**src/rtl/apb_reg_responder.sv**
```systemverilog
// APB completer backed by a small bank of 32-bit registers.
// Supports byte strobes, a fixed number of wait states and an error response
// for misaligned or out-of-range addresses. Register contents are exported flat on reg_q.
module apb_reg_responder #(
  parameter int unsigned ADDR_W      = 32,
  parameter int unsigned DATA_W      = 32,
  parameter int unsigned NUM_REGS    = 4,
  parameter int unsigned WAIT_STATES = 1
) (
  input  logic                         clk,
  input  logic                         rst_n,
  input  logic                         PSEL,
  input  logic                         PENABLE,
  input  logic                         PWRITE,
  input  logic [ADDR_W-1:0]            PADDR,
  input  logic [DATA_W-1:0]            PWDATA,
  input  logic [DATA_W/8-1:0]          PSTRB,
  output logic                         PREADY,
  output logic [DATA_W-1:0]            PRDATA,
  output logic                         PSLVERR,
  output logic [NUM_REGS*DATA_W-1:0]   reg_q
);

  localparam int unsigned NumLanes = DATA_W / 8;
  localparam int unsigned IdxW     = (NUM_REGS > 1) ? $clog2(NUM_REGS) : 1;
  // First byte address past the register bank.
  localparam logic [ADDR_W-1:0] AddrLimit = ADDR_W'(4 * NUM_REGS);
  // WAIT_STATES == 0 skips the wait state entirely, so the load value is unused there.
  localparam logic [3:0] CntInit = (WAIT_STATES == 0) ? 4'd0 : 4'(WAIT_STATES - 1);

  typedef enum logic [1:0] {StIdle, StWait, StReady} state_e;

  state_e              state_q, state_d;
  logic [3:0]          cnt_q, cnt_d;
  logic [IdxW-1:0]     idx_q, idx_d;
  logic                write_q, write_d;
  logic                err_q, err_d;
  logic [NumLanes-1:0] strb_q, strb_d;

  logic                pready_q, pready_d;
  logic                pslverr_q, pslverr_d;
  logic [DATA_W-1:0]   prdata_q, prdata_d;

  logic [DATA_W-1:0]   regs_q [NUM_REGS];

  logic                setup;
  logic                setup_err;
  logic [IdxW-1:0]     setup_idx;
  logic                commit;

  // Decode of the live bus, used only at the setup phase.
  assign setup     = PSEL && !PENABLE;
  assign setup_err = (PADDR[1:0] != 2'b00) || (PADDR >= AddrLimit);
  assign setup_idx = PADDR[IdxW+1:2];

  // Write lands on the edge leaving READY, using data present at that edge.
  assign commit = (state_q == StReady) && PSEL && PENABLE && write_q && !err_q;

  // Next-state and transfer capture.
  always_comb begin
    state_d = state_q;
    cnt_d   = cnt_q;
    idx_d   = idx_q;
    write_d = write_q;
    err_d   = err_q;
    strb_d  = strb_q;
    unique case (state_q)
      StIdle: begin
        // PENABLE without a preceding setup phase is ignored here.
        if (setup) begin
          idx_d   = setup_idx;
          write_d = PWRITE;
          err_d   = setup_err;
          strb_d  = PSTRB;
          cnt_d   = CntInit;
          state_d = (WAIT_STATES == 0) ? StReady : StWait;
        end
      end
      StWait: begin
        if (!PSEL) begin
          state_d = StIdle;
          cnt_d   = '0;
        end else if (cnt_q == '0) begin
          state_d = StReady;
        end else begin
          cnt_d = cnt_q - 4'd1;
        end
      end
      StReady: begin
        state_d = StIdle;
      end
      default: begin
        state_d = StIdle;
      end
    endcase
  end

  // Response registers: loaded on entry to READY, zero elsewhere.
  // The *_d captures equal the live decode when entering READY straight from IDLE.
  always_comb begin
    pready_d  = 1'b0;
    pslverr_d = 1'b0;
    prdata_d  = '0;
    if (state_d == StReady) begin
      pready_d  = 1'b1;
      pslverr_d = err_d;
      if (!write_d && !err_d) begin
        prdata_d = regs_q[idx_d];
      end
    end
  end

  // FSM and captured transfer attributes.
  always_ff @(posedge clk or negedge rst_n) begin
    if (!rst_n) begin
      state_q <= StIdle;
      cnt_q   <= '0;
      idx_q   <= '0;
      write_q <= 1'b0;
      err_q   <= 1'b0;
      strb_q  <= '0;
    end else begin
      state_q <= state_d;
      cnt_q   <= cnt_d;
      idx_q   <= idx_d;
      write_q <= write_d;
      err_q   <= err_d;
      strb_q  <= strb_d;
    end
  end

  // Registered APB response outputs.
  always_ff @(posedge clk or negedge rst_n) begin
    if (!rst_n) begin
      pready_q  <= 1'b0;
      pslverr_q <= 1'b0;
      prdata_q  <= '0;
    end else begin
      pready_q  <= pready_d;
      pslverr_q <= pslverr_d;
      prdata_q  <= prdata_d;
    end
  end

  // Register bank with per-lane write enables.
  always_ff @(posedge clk or negedge rst_n) begin
    if (!rst_n) begin
      for (int k = 0; k < NUM_REGS; k++) begin
        regs_q[k] <= '0;
      end
    end else if (commit) begin
      for (int l = 0; l < NumLanes; l++) begin
        if (strb_q[l]) begin
          regs_q[idx_q][8*l +: 8] <= PWDATA[8*l +: 8];
        end
      end
    end
  end

  assign PREADY  = pready_q;
  assign PSLVERR = pslverr_q;
  assign PRDATA  = prdata_q;

  for (genvar k = 0; k < NUM_REGS; k++) begin : g_reg_out
    assign reg_q[DATA_W*k +: DATA_W] = regs_q[k];
  end

endmodule

```
**config.mk**
```make
export PLATFORM = sky130hd
export DESIGN_NAME = apb_reg_responder
export DESIGN_NICKNAME = d
export VERILOG_FILES = /design/src/rtl/apb_reg_responder.sv
export SDC_FILE = /design/constraint.sdc
export NUM_CORES = 1
export LEC_CHECK = 0
export ABC_AREA = 1
export CAP_MARGIN = 20
export CORE_MARGIN = 2
export CORE_UTILIZATION = 35
export DETAILED_ROUTE_END_ITERATION = 10
export PLACE_DENSITY = 0.65
export SETUP_SLACK_MARGIN = 0.1
export SLEW_MARGIN = 20
export SYNTH_ARGS = -nofsm -noshare
export SYNTH_HDL_FRONTEND = slang
export SYNTH_SLANG_ARGS = --single-unit
```
**constraint.sdc**
```tcl
create_clock -name clk -period 4 [get_ports clk]
set_input_delay 0.6 -clock clk [delete_from_list [all_inputs] [get_ports clk]]
set_output_delay 0.6 -clock clk [all_outputs]
set_load 0.005 [all_outputs]
```
## Word-level counts from Yosys, hierarchy flattened

Index checks and enable logic that the tools add are counted.

- Register bits: 176
- Input port bits: 73
- Output and inout bits: 162
- Logic and storage cells: 83

- $add $sub $neg: 1
- Order comparisons: 4
- Equal/unequal tests: 5
- Multiplexer cells: 40
- Bitwise operators: 2
- Reduce and logical (&&, ||, !) cells: 18

Operator list:

| cell | count |
|---|---|
| $mux W128 | 7 |
| $bwmux W128 | 4 |
| $demux W32 S2 | 4 |
| $mux W32 | 5 |
| $bmux W32 S2 | 1 |
| $ge A32 B5 Y1 const B | 1 |
| $mux W24 | 1 |
| $mux W16 | 1 |
| $mux W4 | 3 |
| $mux W2 | 5 |
| $mux W8 | 1 |
| $pmux W4 S2 | 1 |
| $logic_and A1 B1 Y1 | 7 |
| $ge A3 B3 Y1 const B | 2 |
| $mux W1 | 6 |
| $not A2 Y3 | 2 |
| $eq A2 B2 Y1 const B | 2 |
| $logic_not A1 Y1 | 4 |
| $logic_not A4 Y1 | 1 |
| $pmux W2 S2 | 1 |
| $reduce_bool A2 Y1 | 2 |
| $sub A4 B1 Y4 const B | 1 |
| $lt A3 B1 Y1 const B | 1 |
| $ne A3 B3 Y1 const B | 1 |
| 6 further kinds | 6 |

## Longest topological paths before layout

Gate-level depths: netlist (run 1).

- Depth after elaboration: 16
- Gate-level depth with buffers: 11
- Mapped depth without buffers: 10

## Worst setup path before layout (run 1)

Ideal clock, no wire load.

- Path kind: in2reg
- Start point: input port PSEL
- End point: register prdata_q[0] (netlist: PRDATA[0])
- Setup time: 0.120 ns
- Arrival time: 1.505 ns
- Data required time: 3.880 ns
- Slack: 2.375 ns
- Stages: 10
- Buffers on the path: 2
- Cells stage by stage: inv_2 -> nor2_4 -> nand3_1 -> buf_2 -> clkbuf_1 -> nand3_1 -> nand3_1 -> nand2_1 -> inv_1 -> nor2_1

- Cells in the longest elaborated chain, start to end: 9
- Elaborated cells on any way between the ends: 20
- Classes of those cells: 1 x eq/ne; 14 x mux; 1 x bitwise; 4 x reduce/logical

RTL lines:

| element | line | RTL |
|---|---|---|
| start, declared | 12 | `input logic PSEL,` |
| $logic_and A1 B1 Y1 | 52 | `assign setup = PSEL && !PENABLE;` |
| $mux W2 | 70 | `if (setup) begin` |
| $mux W2 | 67 | `unique case (state_q)` |
| $not A2 Y3 (not written as such) | 108 | `prdata_d = regs_q[idx_d];` |
| $bmux W32 S2 | 108 |  |
| $mux W32 (not written as such) (2 in series) | 108 |  |
| $mux W32 | 107 | `if (!write_d && !err_d) begin` |
| $mux W32 * | 104 | `if (state_d == StReady) begin` |
| named net prdata_d[0] | 42 | `logic [DATA_W-1:0] prdata_q, prdata_d;` |
| end signal, assigned | 141 | `prdata_q <= prdata_d;` |
| end, declared | 42 |  |

The timed path passes the listed nets; every way through them passes the cells marked *. The select of a mux whose other input is x is not followed.
A chain may end at the register's enable or synchronous reset.

## Final worst setup path (run 1)

Ends and elaborated chain as after synthesis.

==> results of run 1 <==
-- report_power, final --
part | switching, uW | leakage (uW) | internal (uW) | total [uW]
combinational | 701 | 0.00324 | 325 | 1030
clock | 742 | 0.000281 | 889 | 1630
sequential | 46.9 | 0.00194 | 1830 | 1880
total | 1490 | 0.00546 | 3050 | 4540
-- metal layers --
metal  track usage, %  vias up  part of all wire (%)
met2             34.3      210                    48
met5                0        -                 0.048
met4             7.21        2                   2.5
met3             5.07       40                   5.7
li1                 -     3652                     -
met1             25.5     3463                    43
-- per-stage QoR --
stage          area, um^2  util [%]
6_report            11500      48.8
5_1_grt             11500      48.8
4_1_cts             11500      48.8
3_5_place_dp        10900      46.4
3_3_place_gp        10900      46.4
2_1_floorplan        8380         -
-- flip-flops by register name, indices dropped and copies added (netlist names) --
name,count
err_q,1
reg_q,128
cnt_q,4
write_q,1
PREADY,1
state_q,2
PRDATA,32
strb_q,4
PSLVERR,1
idx_q,2
-- placed cells by master (no fill, tap or decap) --
cell	instances
o22ai_1	1
buf_4	7
inv_6	6
clkbuf_16	17
a21oi_1	25
clkinvlp_4	1
buf_6	1
or2_2	1
o21ai_0	91
or2_1	1
clkbuf_1	1
clkinv_4	1
nand3_1	168
clkbuf_8	1
nor2_2	2
nand2_2	8
nor2_1	83
xor2_1	2
ha_1	2
nand3_2	3
o21ai_4	1
inv_1	184
clkinv_2	3
o21ai_2	16
nand4_1	4
o21ai_1	2
inv_2	2
nor2_4	12
buf_12	1
nand2_1	201
dfrtp_1	176
bufinv_16	1
inv_8	1
clkdlybuf4s50_1	233
-- cells in the mapped netlist --
library cell | n | area, um^2
a21oi_1 | 25 | 125
buf_2 | 18 | 90.1
buf_4 | 4 | 30.0
buf_6 | 14 | 158
clkbuf_1 | 13 | 48.8
dfrtp_1 | 176 | 4400
ha_1 | 2 | 25.0
inv_1 | 184 | 691
inv_2 | 2 | 7.51
nand2_1 | 204 | 766
nand2_2 | 5 | 31.3
nand3_1 | 170 | 851
nand3_2 | 1 | 10.0
nand4_1 | 4 | 25.0
nor2_1 | 83 | 312
nor2_2 | 2 | 12.5
nor2_4 | 12 | 135
o21ai_0 | 91 | 455
o21ai_1 | 2 | 10.0
o21ai_2 | 16 | 140
o21ai_4 | 1 | 16.3
o22ai_1 | 1 | 6.26
or2_1 | 1 | 6.26
or2_2 | 1 | 6.26
xor2_1 | 2 | 17.5
-- path summary, 6_finish.rpt --
| check | from | to | slack (ns) |
|---|---|---|---|
| hold / removal | rst_n | PRDATA[24]$_DFF_PN0_ | 0.25 |
| hold reg to reg | reg_q[62]$_DFFE_PN0P_ | reg_q[62]$_DFFE_PN0P_ | 0.52 |
| min in group clk | reg_q[62]$_DFFE_PN0P_ | reg_q[62]$_DFFE_PN0P_ | 0.52 |
| max in group asynchronous | rst_n | PRDATA[9]$_DFF_PN0_ | 2.79 |
| setup reg to reg | state_q[0]$_DFF_PN0_ | PRDATA[0]$_DFF_PN0_ | 1.56 |
| setup / recovery | PSEL | PRDATA[0]$_DFF_PN0_ | 1.31 |
-- worst register-to-register path: cells and delay by family (launching register included) --
family / cells / cell delay [ns]
flip-flops: 1 / 0.43
AND/OR/NAND/NOR: 8 / 1.63
buffers and inverters: 2 / 0.31
-- final cells by class --
class                           instances  area share [%]
Sequential cell                       176            38.5
Multi-Input combinational cell        623            25.9
Timing Repair Buffer                  242            21.1
Inverter                              186            6.10
Clock buffer                           19            3.87
Tap cell                              319            3.48
Clock inverter                         13            1.09
-- cell families (layout without fill, tap and decap cells) --
kind of cell	after synthesis	in the layout	share of synthesized area, %
AND/OR/NAND/NOR	483	483	25.7
buffers and inverters	235	460	12.2
flip-flops	176	176	52.6
AO/OA/AOI/OAI	136	136	8.99
adder cells (fa/ha/maj)	2	2	0.299
XOR/XNOR	2	2	0.209
==> reports/metrics.yaml, run 1 <==
pwr:
  power_density_mw_per_mm2: 396
  total_power_uw: 4540
  ir_worst_vdd_mv: 0.294
  p_leak_uw: 0.00546
global_routing:
  grt_first_pass_wirelength_mm: 40.5
  grt_max_degree: 89
  grt-ovfl-total: 0
  antenna_found_initial: 1
  grtUsageTotal_pct: 20.4
  grt_pass1_vias: 7417
final_layout:
  multi_input_area_mm2: 0.00297
  fillers: 2263
  drive_gt1_share_pct: 6.75
  seqCellArea_mm2: 0.00440
  area_delta_synth_final_pct: 36.7
  final_cells: 1578
  fin_nets: 1321
  diodes: 0
routing:
  drt_iter0_drc: 366
  routed_via_density: 4.67
  drc_errors: 0
  wl_per_cell_um: 15.9
  dr.pass1.iters: 4
  vias: 7367
  drt_wl_total_mm: 25.1
  antenna_left: 0
sta:
  slew-limit-headroom_pct: 42.9
  finClkSkew_ns: 0.00976
  hold_viol: 0
  maxSlewViolCount: 0
  finalSetupViolCount: 0
  tightest_slew_ns: 0.854
  fin_tns_setup_ns: 0
  holdWs_ns: 0.254
  fmax_mhz: 372
  rsz0062_at_grt: "false"
  period_minus_slack_ns: 2.69
  final_critical_path_setup_slack_ns: 1.31
  period_share_pct: 67.2
critical_path:
  path_delay_family: "simple AND/OR/NAND/NOR gates"
  crit_required_ns: 4.35
  worst_setup_path_end_kind: "flip-flop"
  crit_cells: 12
  start_kind: "primary input"
  slowest_stage: "nand2_2"
  crit_chain: "clkdlybuf4s50_1 -> inv_2 -> nor2_4 -> nand2_2 -> nand2_2 -> buf_4 -> nand2_2 -> nand2_1 -> nand3_1 -> nand2_1 -> inv_1 -> nor2_1"
  crit_top_cell: "nand2_2"
  critPathArrivalTime_ns: 3.04
  crit_fanout: 33
  critical_path_class: "primary input to flip-flop"
  critPathBufInv: 4
  critPathMaxStageDelay_ns: 0.56
  r2r_cells: 10
status:
  status: "finished clean"
placed_design:
  place.gp.congestion: 0.822
  portBuffers: 234
  pre_cts_ws_ns: 0.875
  hpwl_mm: 17.4
  dp.cells: 1546
synth:
  ys_ff_latch: 176
  syn_avg_cell_area_um2: 8.10
  yosys_warnings: 0
  syn_nets: 1109
  syn_area_mm2: 0.00838
  ys_types: 25
  netlist_instances: 1034
  seq_area_frac_synth_pct: 52.6
clock_network:
  numCtsBuffers: 17
  post_cts_resized: 0
  htree_levels: 4
  postCtsHoldBufs: 0
  worstSkewPairLatency_ns: 0.43
  root_buffer: "clkbuf_16"
  cts_buffer_depth: 2
  cts_tree: "done"
  clkTransAtPathRegs_ns: 0.07
  cts_sinks: 176
  cts_setup_buffers: 0
floorplan:
  die_y_um: 159
  coreArea_mm2: 0.0235
  dieArea_mm2: 0.0252
  ios: 235
  num_rows: 56
  die_w_um: 159
  start_util_pct: 35.7
run:
  cap_viol_max_count: 0
min_path:
  hold_path_class: "primary input to async pin"
No activity file was read; power rests on OpenSTA's default activity.
==> inputs of run 2 (changes only) <==
==> constraint.sdc (replaced) <==
create_clock -name clk -period 2.6 [get_ports clk]
set_input_delay 0.39 -clock clk [delete_from_list [all_inputs] [get_ports clk]]
set_output_delay 0.39 -clock clk [all_outputs]
set_load 0.005 [all_outputs]
==> run 2 against run 1 <==
- combinational power grew 63%
- flip-flop and latch count is the same
- utilization grew 0.63 points
- sequential power grew 54%
- clock power grew 53%
- register-to-register slack lost 0.84 ns
- global-route usage grew 0.11 points
- sequential share of layout area shrank 0.49 points
- clock skew shrank 0.00094 ns
- critical endpoint unchanged
- largest power group unchanged
==> reports/metrics.yaml, run 2 (synthesis results as in run 1) <==
status:
  status: "finished clean"
critical_path:
  worst_setup_path_end_kind: "flip-flop"
  critPathMaxStageDelay_ns: 0.55
  slowest_stage: "clkdlybuf4s50_1"
  crit_required_ns: 2.95
  path_delay_family: "simple AND/OR/NAND/NOR gates"
  crit_chain: "clkdlybuf4s50_1 -> inv_2 -> nor2_4 -> nand2_2 -> nand2_2 -> nand2_2 -> buf_12 -> nand2_1 -> nand3_1 -> nand2_1 -> inv_1 -> nor2_1"
  crit_top_cell: "nand2_2"
  start_kind: "primary input"
  critPathBufInv: 4
  crit_fanout: 26
  critPathArrivalTime_ns: 2.28
  critical_path_class: "primary input to flip-flop"
final_layout:
  largest_register_ff_count: 128
  drive_gt1_share_pct: 7.78
  area_delta_synth_final_pct: 38.5
  final_common_cell: "clkdlybuf4s50_1"
  most-common-layout-cells: "clkdlybuf4s50_1 (233), nand2_1 (201), inv_1 (184)"
  fin_nets: 1335
  diodes: 0
floorplan:
  ios: 235
  start_util_pct: 35.7
  num_rows: 56
  die_y_um: 159
  dieArea_mm2: 0.0252
  die_w_um: 159
  coreArea_mm2: 0.0235
clock_network:
  root_buffer: "clkbuf_16"
  cts_buffer_depth: 2
  clkTransAtPathRegs_ns: 0.07
  worstSkewPairLatency_ns: 0.43
  cts_sinks: 176
  htree_levels: 4
  numCtsBuffers: 17
  cts_tree: "done"
global_routing:
  grt-ovfl-total: 0
  grt_max_degree: 66
  grt_pass1_vias: 7379
  grt_first_pass_wirelength_mm: 40.8
  grtUsageTotal_pct: 20.5
  antenna_found_initial: 0
sta:
  fin_tns_setup_ns: 0
  period_share_pct: 74.3
  finClkSkew_ns: 0.00882
  period_minus_slack_ns: 1.93
  rsz0062_at_grt: "false"
  slew-limit-headroom_pct: 66.2
  tightest_slew_ns: 0.508
  finalSetupViolCount: 0
  hold_viol: 0
  maxSlewViolCount: 0
  final_critical_path_setup_slack_ns: 0.667
  fmax_mhz: 517
run:
  cap_viol_max_count: 0
routing:
  drt_wl_total_mm: 25.1
  drc_errors: 0
  drt_iter0_drc: 385
  dr.pass1.iters: 5
  antenna_left: 0
  wl_per_cell_um: 15.8
  routed_via_density: 4.62
  vias: 7355
placed_design:
  hpwl_mm: 17.8
  place.gp.congestion: 0.800
  pre_cts_ws_ns: 0.249
  portBuffers: 234
pwr:
  ir_worst_vdd_mv: 0.394
  p_leak_uw: 0.00553
  power_density_mw_per_mm2: 610
min_path:
  hold_path_class: "primary input to async pin"
run 2: final cells by class:
class	count	area [um^2]
clock inverter	14	133
sequential	176	4400
fill	2265	11900
inverter	186	698
timing repair buffer	256	2560
multi-input combinational	623	2970
tap	319	399
clock buffer	18	439
run 2: final timing paths:
path	start	endpoint	slack [ns]	cells past startpoint
max	PSEL	PRDATA[0]$_DFF_PN0_	0.67	12
min	rst_n	reg_q[30]$_DFFE_PN0P_	0.48	2
max reg2reg	state_q[0]$_DFF_PN0_	PRDATA[0]$_DFF_PN0_	0.72	10
min reg2reg	reg_q[26]$_DFFE_PN0P_	reg_q[26]$_DFFE_PN0P_	0.51	2
max in group asynchronous	rst_n	reg_q[40]$_DFFE_PN0P_	1.37	3
min in group clk	reg_q[26]$_DFFE_PN0P_	reg_q[26]$_DFFE_PN0P_	0.51	2
run 2: repair_timing:
item                                    CTS  global route
endpoints found under the hold margin    49             0
buffers inserted                          0             0
hold buffers                              1             0
endpoints found under the setup margin    0             0
gates resized for setup                   0             0
run 2: per-layer routing:
layer / share of wire, % / up-vias / GRT usage (%)
met5: 0 / - / 0
met4: 2.2 / 0 / 7.09
met3: 5.4 / 33 / 4.68
met2: 48 / 199 / 33.8
met1: 44 / 3434 / 26.5
li1: - / 3689 / -
run 2: power by group:
part           internal (uW)  switching [uW]
clock network           1360            1140
logic                    589            1090
registers               2820            75.8
run 2: stage by stage:
step / util [%] / total power (uW) / area, um^2 / hold slack [ns] / instances
floorplan: - / 4030 / 8380 / 0.0944 / 1034
global placement: 47.0 / 4600 / 11000 / 0.381 / 1559
detailed placement: 47.0 / 4630 / 11000 / 0.379 / 1559
CTS: 49.4 / 7150 / 11600 / 0.493 / 1592
global route: 49.4 / 7480 / 11600 / 0.532 / 1592
finish: 49.4 / 7080 / 11600 / 0.484 / 1592
